### src/rtl/adder48_seq_arb.sv
// adder48_seq_arb
//   Two-requester 48-bit add service that time-shares one external
//   combinational adder16 slice. A round-robin arbiter accepts one request at
//   a time; the operands are then pushed through the adder16 low slice first,
//   one slice per cycle, with the inter-slice carry held in carry_q. The result
//   is presented on rsp_* and held until rsp_ready.
//
//   Optional feature: define ADDER48_SEQ_OVF_EN to add rsp_ovf, the signed
//   two's-complement overflow flag of the 48-bit add.
//
//   Ports
//     clk, rst              clock, asynchronous active-high reset
//     req_valid/req_ready   per-requester handshake (req_ready one-hot or 0)
//     req_a/req_b           operands, [47:0] requester 0, [95:48] requester 1
//     req_cin               per-requester carry-in
//     rsp_valid/rsp_ready   result handshake
//     rsp_id                requester that owns the result
//     rsp_sum/rsp_cout      A+B+cin modulo 2^48, carry out of bit 47
//     rsp_ovf               signed overflow (only with ADDER48_SEQ_OVF_EN)
//     add_A/add_B/add_c0    drive to the external adder16
//     add_S/add_c16         combinational result of the external adder16
//     busy                  high whenever the FSM is not IDLE
//
//   state | meaning
//   IDLE  | waiting for a request, req_ready offered to the arbitration winner
//   RUN   | one adder16 slice per cycle, counter selects the slice
//   DONE  | result held on rsp_* until rsp_ready
module adder48_seq_arb #(
  parameter int W      = 16,  // fixed by adder16
  parameter int NSLICE = 3
) (
  input  logic                    clk,
  input  logic                    rst,
  input  logic [1:0]              req_valid,
  output logic [1:0]              req_ready,
  input  logic [2*W*NSLICE-1:0]   req_a,
  input  logic [2*W*NSLICE-1:0]   req_b,
  input  logic [1:0]              req_cin,
  output logic                    rsp_valid,
  input  logic                    rsp_ready,
  output logic                    rsp_id,
  output logic [W*NSLICE-1:0]     rsp_sum,
  output logic                    rsp_cout,
`ifdef ADDER48_SEQ_OVF_EN
  output logic                    rsp_ovf,
`endif
  output logic [W-1:0]            add_A,
  output logic [W-1:0]            add_B,
  output logic                    add_c0,
  input  logic [W-1:0]            add_S,
  input  logic                    add_c16,
  output logic                    busy
);

  localparam int OW = W * NSLICE;
  localparam int CW = 2;

  typedef enum logic [1:0] {IDLE, RUN, DONE} state_t;

  state_t          state_q, state_d;
  logic [OW-1:0]   a_q, b_q;
  logic            cin_q;
  logic            id_q;
  logic            carry_q;
  logic [CW-1:0]   cnt_q;
  logic            last_grant_q;

  logic            grant_id;
  logic            grant_any;
  logic            accept;
  logic            last_slice;

  // Arbitration: a lone requester wins; on a tie the requester not granted
  // last time wins. req_ready is gated by rst so nothing is offered while
  // reset is held.
  always_comb begin
    grant_any = |req_valid;
    grant_id  = 1'b0;
    case (req_valid)
      2'b01:   grant_id = 1'b0;
      2'b10:   grant_id = 1'b1;
      2'b11:   grant_id = ~last_grant_q;
      default: grant_id = 1'b0;
    endcase
    req_ready = 2'b00;
    if (state_q == IDLE && !rst && grant_any)
      req_ready = grant_id ? 2'b10 : 2'b01;
    accept = |(req_valid & req_ready);
  end

  assign last_slice = (cnt_q == CW'(NSLICE - 1));
  assign busy       = (state_q != IDLE);

  always_comb begin
    state_d = state_q;
    case (state_q)
      IDLE:    if (accept) state_d = RUN;
      RUN:     if (last_slice) state_d = DONE;
      DONE:    if (rsp_valid && rsp_ready) state_d = IDLE;
      default: state_d = IDLE;
    endcase
  end

  // Adder drive is forced to zero outside RUN so the shared slice sees
  // quiet inputs when this block does not own it.
  always_comb begin
    add_A  = '0;
    add_B  = '0;
    add_c0 = 1'b0;
    if (state_q == RUN) begin
      for (int k = 0; k < NSLICE; k++) begin
        if (cnt_q == CW'(k)) begin
          add_A = a_q[k*W +: W];
          add_B = b_q[k*W +: W];
        end
      end
      add_c0 = (cnt_q == '0) ? cin_q : carry_q;
    end
  end

  always_ff @(posedge clk or posedge rst) begin
    if (rst) begin
      state_q      <= IDLE;
      a_q          <= '0;
      b_q          <= '0;
      cin_q        <= 1'b0;
      id_q         <= 1'b0;
      carry_q      <= 1'b0;
      cnt_q        <= '0;
      last_grant_q <= 1'b1;
      rsp_valid    <= 1'b0;
      rsp_id       <= 1'b0;
      rsp_sum      <= '0;
      rsp_cout     <= 1'b0;
`ifdef ADDER48_SEQ_OVF_EN
      rsp_ovf      <= 1'b0;
`endif
    end else begin
      state_q <= state_d;

      if (accept) begin
        a_q          <= grant_id ? req_a[2*OW-1:OW] : req_a[OW-1:0];
        b_q          <= grant_id ? req_b[2*OW-1:OW] : req_b[OW-1:0];
        cin_q        <= grant_id ? req_cin[1] : req_cin[0];
        id_q         <= grant_id;
        last_grant_q <= grant_id;
        cnt_q        <= '0;
        carry_q      <= 1'b0;
      end

      if (state_q == RUN) begin
        for (int k = 0; k < NSLICE; k++) begin
          if (cnt_q == CW'(k))
            rsp_sum[k*W +: W] <= add_S;
        end
        carry_q <= add_c16;
        if (last_slice) begin
          cnt_q     <= '0;
          rsp_valid <= 1'b1;
          rsp_cout  <= add_c16;
          rsp_id    <= id_q;
`ifdef ADDER48_SEQ_OVF_EN
          // Bit 47 of the sum is add_S[W-1] of the top slice, available now.
          rsp_ovf   <= (a_q[OW-1] == b_q[OW-1]) && (add_S[W-1] != a_q[OW-1]);
`endif
        end else begin
          cnt_q <= cnt_q + CW'(1);
        end
      end

      if (state_q == DONE && rsp_valid && rsp_ready)
        rsp_valid <= 1'b0;
    end
  end

endmodule
### config.mk
export PLATFORM = sky130hd
export DESIGN_NAME = adder48_seq_arb
export DESIGN_NICKNAME = d
export VERILOG_FILES = /design/src/rtl/adder48_seq_arb.sv
export SDC_FILE = /design/constraint.sdc
export NUM_CORES = 1
export LEC_CHECK = 0
export BUFFER_PORTS_ARGS = -buffer_cell sky130_fd_sc_hd__buf_2
export CAP_MARGIN = 5
export CORE_MARGIN = 4
export CORE_UTILIZATION = 49
export DETAILED_ROUTE_END_ITERATION = 8
export PLACE_DENSITY = 0.8
export SLEW_MARGIN = 20
export SYNTH_ARGS = -nofsm -noshare
export SYNTH_HDL_FRONTEND = slang
export SYNTH_SLANG_ARGS = --single-unit
export TNS_END_PERCENT = 30
### constraint.sdc
create_clock -name clk -period 6.6 [get_ports clk]
set_input_delay 1.32 -clock clk [delete_from_list [all_inputs] [get_ports clk]]
set_output_delay 1.32 -clock clk [all_outputs]
set_load 0.05 [all_outputs]
### Word level (Yosys, flattened, before mapping)

Cells that the tools add are included.

* register bits after elaboration: 155
* latch bits: 0
* bits in writable memories: 0
* memory bits (read-only): 0
* input port bits: 216
* word-level logic and storage cells: 73
* memories kept: 0

* add/sub/neg operators: 1
* multiply operators: 0
* div/mod/pow operators: 0
* $lt $le $gt $ge: 0
* equality and inequality tests: 9
* shift operators: 0
* muxes and demuxes: 28
* bitwise gates (word level): 2
* reduce and logical (&&, ||, !) cells: 19

Operators with widths (number)
* 2-to-1 mux 16 bit: 8
* 2-to-1 mux 48 bit: 2
* 2-to-1 mux 2 bit: 8
* equality test 2 bit, second input constant: 4
* 2-to-1 mux 1 bit: 8
* AND reduction 2 bit: 4
* nonzero test 2 bit: 4
* != test 2 bit, second input constant: 3
* case mux 2 bit (3 select lines): 1
* logical AND 1 bit: 5
* equality test 2 x 1 -> 1 bit, second input constant: 2
* logical NOT 2 bit: 2
* OR reduction 2 bit: 2
* AND reduction 3 bit: 1
* adder 2 x 1 -> 2 bit, second input constant: 1
* bitwise AND 2 bit: 1
* case mux 1 bit (2 select lines): 1
* logical NOT 1 bit: 1
* NOT 1 bit: 1

### Logic depth before layout (Yosys ltp)

* word-level depth: 8
* mapped depth: 6
* gate-level depth less buffers: 3

### Least setup slack after synthesis

Ideal clock, no wire load.

* path type: input -> output
* start point: in rst
* end point: out req_ready[0]
* arrival: 3.180 ns
* required time: 5.280 ns
* setup slack: 2.100 ns
* stages: 5
* path through: or3_1 buf_2 buf_6 buf_6 nor3b_1

* longest elaborated chain between the ends: 4

Ends and longest elaborated chain
* start: declaration: line 33 `input logic rst,`
* logical NOT 1 bit (no source line)
* logical AND 1 bit (2 in a row): line 86 `if (state_q == IDLE && !rst && grant_any)`
* 2-to-1 mux 2 bit: line 86
* end: declaration: line 35 `output logic [1:0] req_ready,`

Every way passes these cells.

### Worst setup path after layout

* start point: reg cnt_q[1]
* end point: out add_B[6]

* longest elaborated chain between the ends: 5

Ends and longest elaborated chain
* start: declaration: line 65 `logic [CW-1:0] cnt_q;`
* start signal: assignment: line 167 `cnt_q <= cnt_q + CW'(1);`
* logical NOT 2 bit: line 112 `if (cnt_q == CW'(k)) begin`
* 2-to-1 mux 16 bit (2 in a row): line 112
* 2-to-1 mux 16 bit (*): line 112
* 2-to-1 mux 16 bit (*): line 110 `if (state_q == RUN) begin`
* end: declaration: line 48 `output logic [W-1:0] add_B,`

Every way passes the cells marked *; elsewhere a longest branch is shown, timed or not.

==> impl_metrics.toml <==
[status]
run_status = "finished, final reports clean"

[worst_setup_path]
arrival_ps = 2900
worstSetupPathType = "reg -> out"
cp_data_required_time_ps = 5280
rrSetupSlack_ps = 3830
worstReg2RegStart = "state_q[1]"
crit_path_end_kind = "primary output"
cp_max_fo = 39
cpLargestDelayFamily = "simple AND/OR/NAND/NOR gates"
crit_buf_inv = 1
crit_chain = "nor2b_4, a2bb2oi_1, nor2_1, buf_2"
cp-start-kind = "register"
r2r-end = "rsp_sum[27]"
r2r_cells = 3
critPathSlowestCell = "dfrtp_2"
max_stage_delay_ps = 920

[drt]
dr.pass1.iters = 5
drc = 0
viasPerCell = 6.01
vias = 6971
detail_route.iter0.violations = 594
drt-total-wl_um = 23600
wl_per_cell_um = 20.3
antenna_left = 0

[clock_tree]
clock_sinks = 155
cts-hold-fix-buffers = 0
root_buffer = "clkbuf_16"
post_cts_resized = 0
clkLatencyLatePin_ps = 430
cts_buffer_depth = 2
clk_pin_slew_ps = 60
cts_setup_buffers = 0
h-tree-depth = 4
cts_buffers = 17
cts_tree = "yes"

[finish]
synthToLayoutAreaGrowth_pct = 28.4
layout-drive-gt1-share_pct = 41.8
register_area_sq_um = 3880
num-fill-cells = 1228
multi_input_area_sq_um = 3360
nets = 1172
post-route-util_pct = 64.1
layoutNonFillerInstCount = 1159

[synthesis]
syn_nets = 919
synth_flop_cell = "dfrtp_1"
yosys_warnings = 0
synthDominantCellAreaShare_pct = 51.0
yosysTopAreaCell = "dfrtp_1"
synth_area_leaders = "dfrtp_1 (51%), a221o_1 (13%), nor3_1 (6.4%)"
synth.distinct_cells = 33
synthArstFlopShare_pct = 100
syn_area_sq_um = 7560
ys_seq_elements = 155
ys_seq_area_share_pct = 51.3
synth-edff-count = 0
syn-instance-count = 703
synth_area_per_cell_sq_um = 10.8

[pwr]
share_comb_of_total_power_pct = 50.1
pwr-share-clk_pct = 18.7
switchingPower_mw = 2.57
ir_worst_vdd_uv = 256
switching_share_pct = 46.0
p_int_mw = 3.03
p_leak_nw = 4.68
p_per_area_nw_per_um2 = 577
p_total_mw = 5.60
pwr-share-seq_pct = 31.3

[floorplan]
pin_count = 303
dieArea_sq_um = 17500
die_w_um = 132
core_area_sq_um = 15100
fp.dieH_um = 132
initial_core_util_pct = 49.9
row_count = 45

[timing]
slew_viol_final = 0
fin_crit_sh_pct = 63.9
tightest_slew_ps = 1130
fmax_ghz = 0.237
tns_ps = 0
grt_setup_unrepaired = "no"
finClkSkew_ps = 8.98
hold_viol = 0
slew_headroom_pct = 24.8
fin_crit_ps = 4220
setup_viol = 0

[place]
place.gp.congestion = 0.866
dp.cells = 1125
dp_hpwl_um = 15900
port_buffers = 302

[global_routing]
grt.overflow.total = 0
grt_pass1_wl_um = 36600
grt_pass1_vias = 6848
grt_usage_pct = 26.3
antenna_found_initial = 3
grt_max_degree = 104

[worst_hold_path]
hold_path.startpoint = "id_q"
min_to = "id_q"
hold_path_depth = 1
hp-class = "reg -> reg"

[job]
drv_cap = 0
[synth_stat cells, types with 4 or more instances]
cell type    n
dfrtp_1    154
nand2_1    105
a221o_1     97
nor3_1      96
clkbuf_1    40
mux2_2      39
mux2i_1     32
nor2_1      29
a2bb2oi_1   26
buf_2       15
buf_1       13
mux2_1      11
a21oi_1      7
or2_2        7
buf_6        5
a31o_2       4
[per-stage QoR]
| step | hold slack [ps] | worst slack, ps | area (sq um) |
|---|---|---|---|
| 3_3_place_gp | 457 | 2510 | 9060 |
| 4_1_cts | 483 | 2370 | 9700 |
| 5_1_grt | 499 | 2180 | 9710 |
| 3_5_place_dp | 469 | 2480 | 9060 |
| 2_1_floorplan | 444 | 1100 | 7560 |
| 6_report | 480 | 2380 | 9710 |
[cell type report]
class	instances	area share [%]
Antenna cell	2	0.0516
Clock buffer	21	4.95
Clock inverter	11	1.62
Inverter	3	0.168
Multi-Input combinational cell	470	34.6
Sequential cell	155	40.0
Tap cell	188	2.42
Timing Repair Buffer	309	16.1
[how the worst max path moves through the flow]
| stage | start | endpoint | slack, ps | cells after the start |
|---|---|---|---|---|
| 3_5_place_dp | rst | req_ready[1] | 2480 | 4 |
| 6_report | cnt_q[1] | add_B[6] | 2380 | 4 |
| 4_1_cts | cnt_q[1] | add_B[6] | 2370 | 4 |
| 5_1_grt | cnt_q[1] | add_B[15] | 2180 | 4 |
| 2_1_floorplan | rst | a_q[0] | 1100 | 1 |
| 3_3_place_gp | rst | req_ready[1] | 2510 | 4 |
[registers in the layout, indices dropped and copies added, names as in the netlist]
register,flops
b_q,48
state_q,2
rsp_id,1
rsp_valid,1
id_q,1
carry_q,1
rsp_cout,1
a_q,48
rsp_sum,48
last_grant_q,1
cin_q,1
cnt_q,2
[placed cells by master (no fill, tap or decap), types with 7 or more instances in the layout]
cell type  Yosys  final
a2bb2oi_1     26     26
mux2i_1       32     32
nor3_1        96     96
mux2_1        11     11
clkbuf_16      0     17
dfrtp_1      154    152
nor2_1        29     29
buf_4          2      8
mux2_2        39     39
or2_2          7      7
a221o_1       97     97
a21oi_1        7      7
buf_2         15    301
nand2_1      105    105
[kinds of logic after synthesis]
logic type / share of synthesized area [%]
buffers and inverters: 4.72
multiplexers: 11.7
AND/OR/NAND/NOR: 15.0
AO/OA/AOI/OAI: 17.3
flip-flops: 51.3
[power by group through the flow]
stage               clock (mW)  sequential [mW]  combinational, mW
global route              1.10             1.81               2.96
CTS                       1.05             1.75               2.82
global placement             0             1.74               2.77
finish                    1.04             1.75               2.80
floorplan                    0             2.19               1.69
detailed placement           0             1.76               2.82
[metal layers]
metal / vias to the layer above / GRT usage (%) / routed length (um)
li1: 3150 / - / -
met1: 3342 / 35.3 / 9450
met2: 413 / 41.4 / 11300
met3: 64 / 6.03 / 1980
met4: 2 / 11.1 / 804
met5: - / 0 / 8
[worst reg2reg max path: stages (launching register included)]
cell	delay, ps
dfrtp_1	450
nand2b_2	720
nor3b_4	1040
mux2_2	440
(Power assumes the default switching activity.)
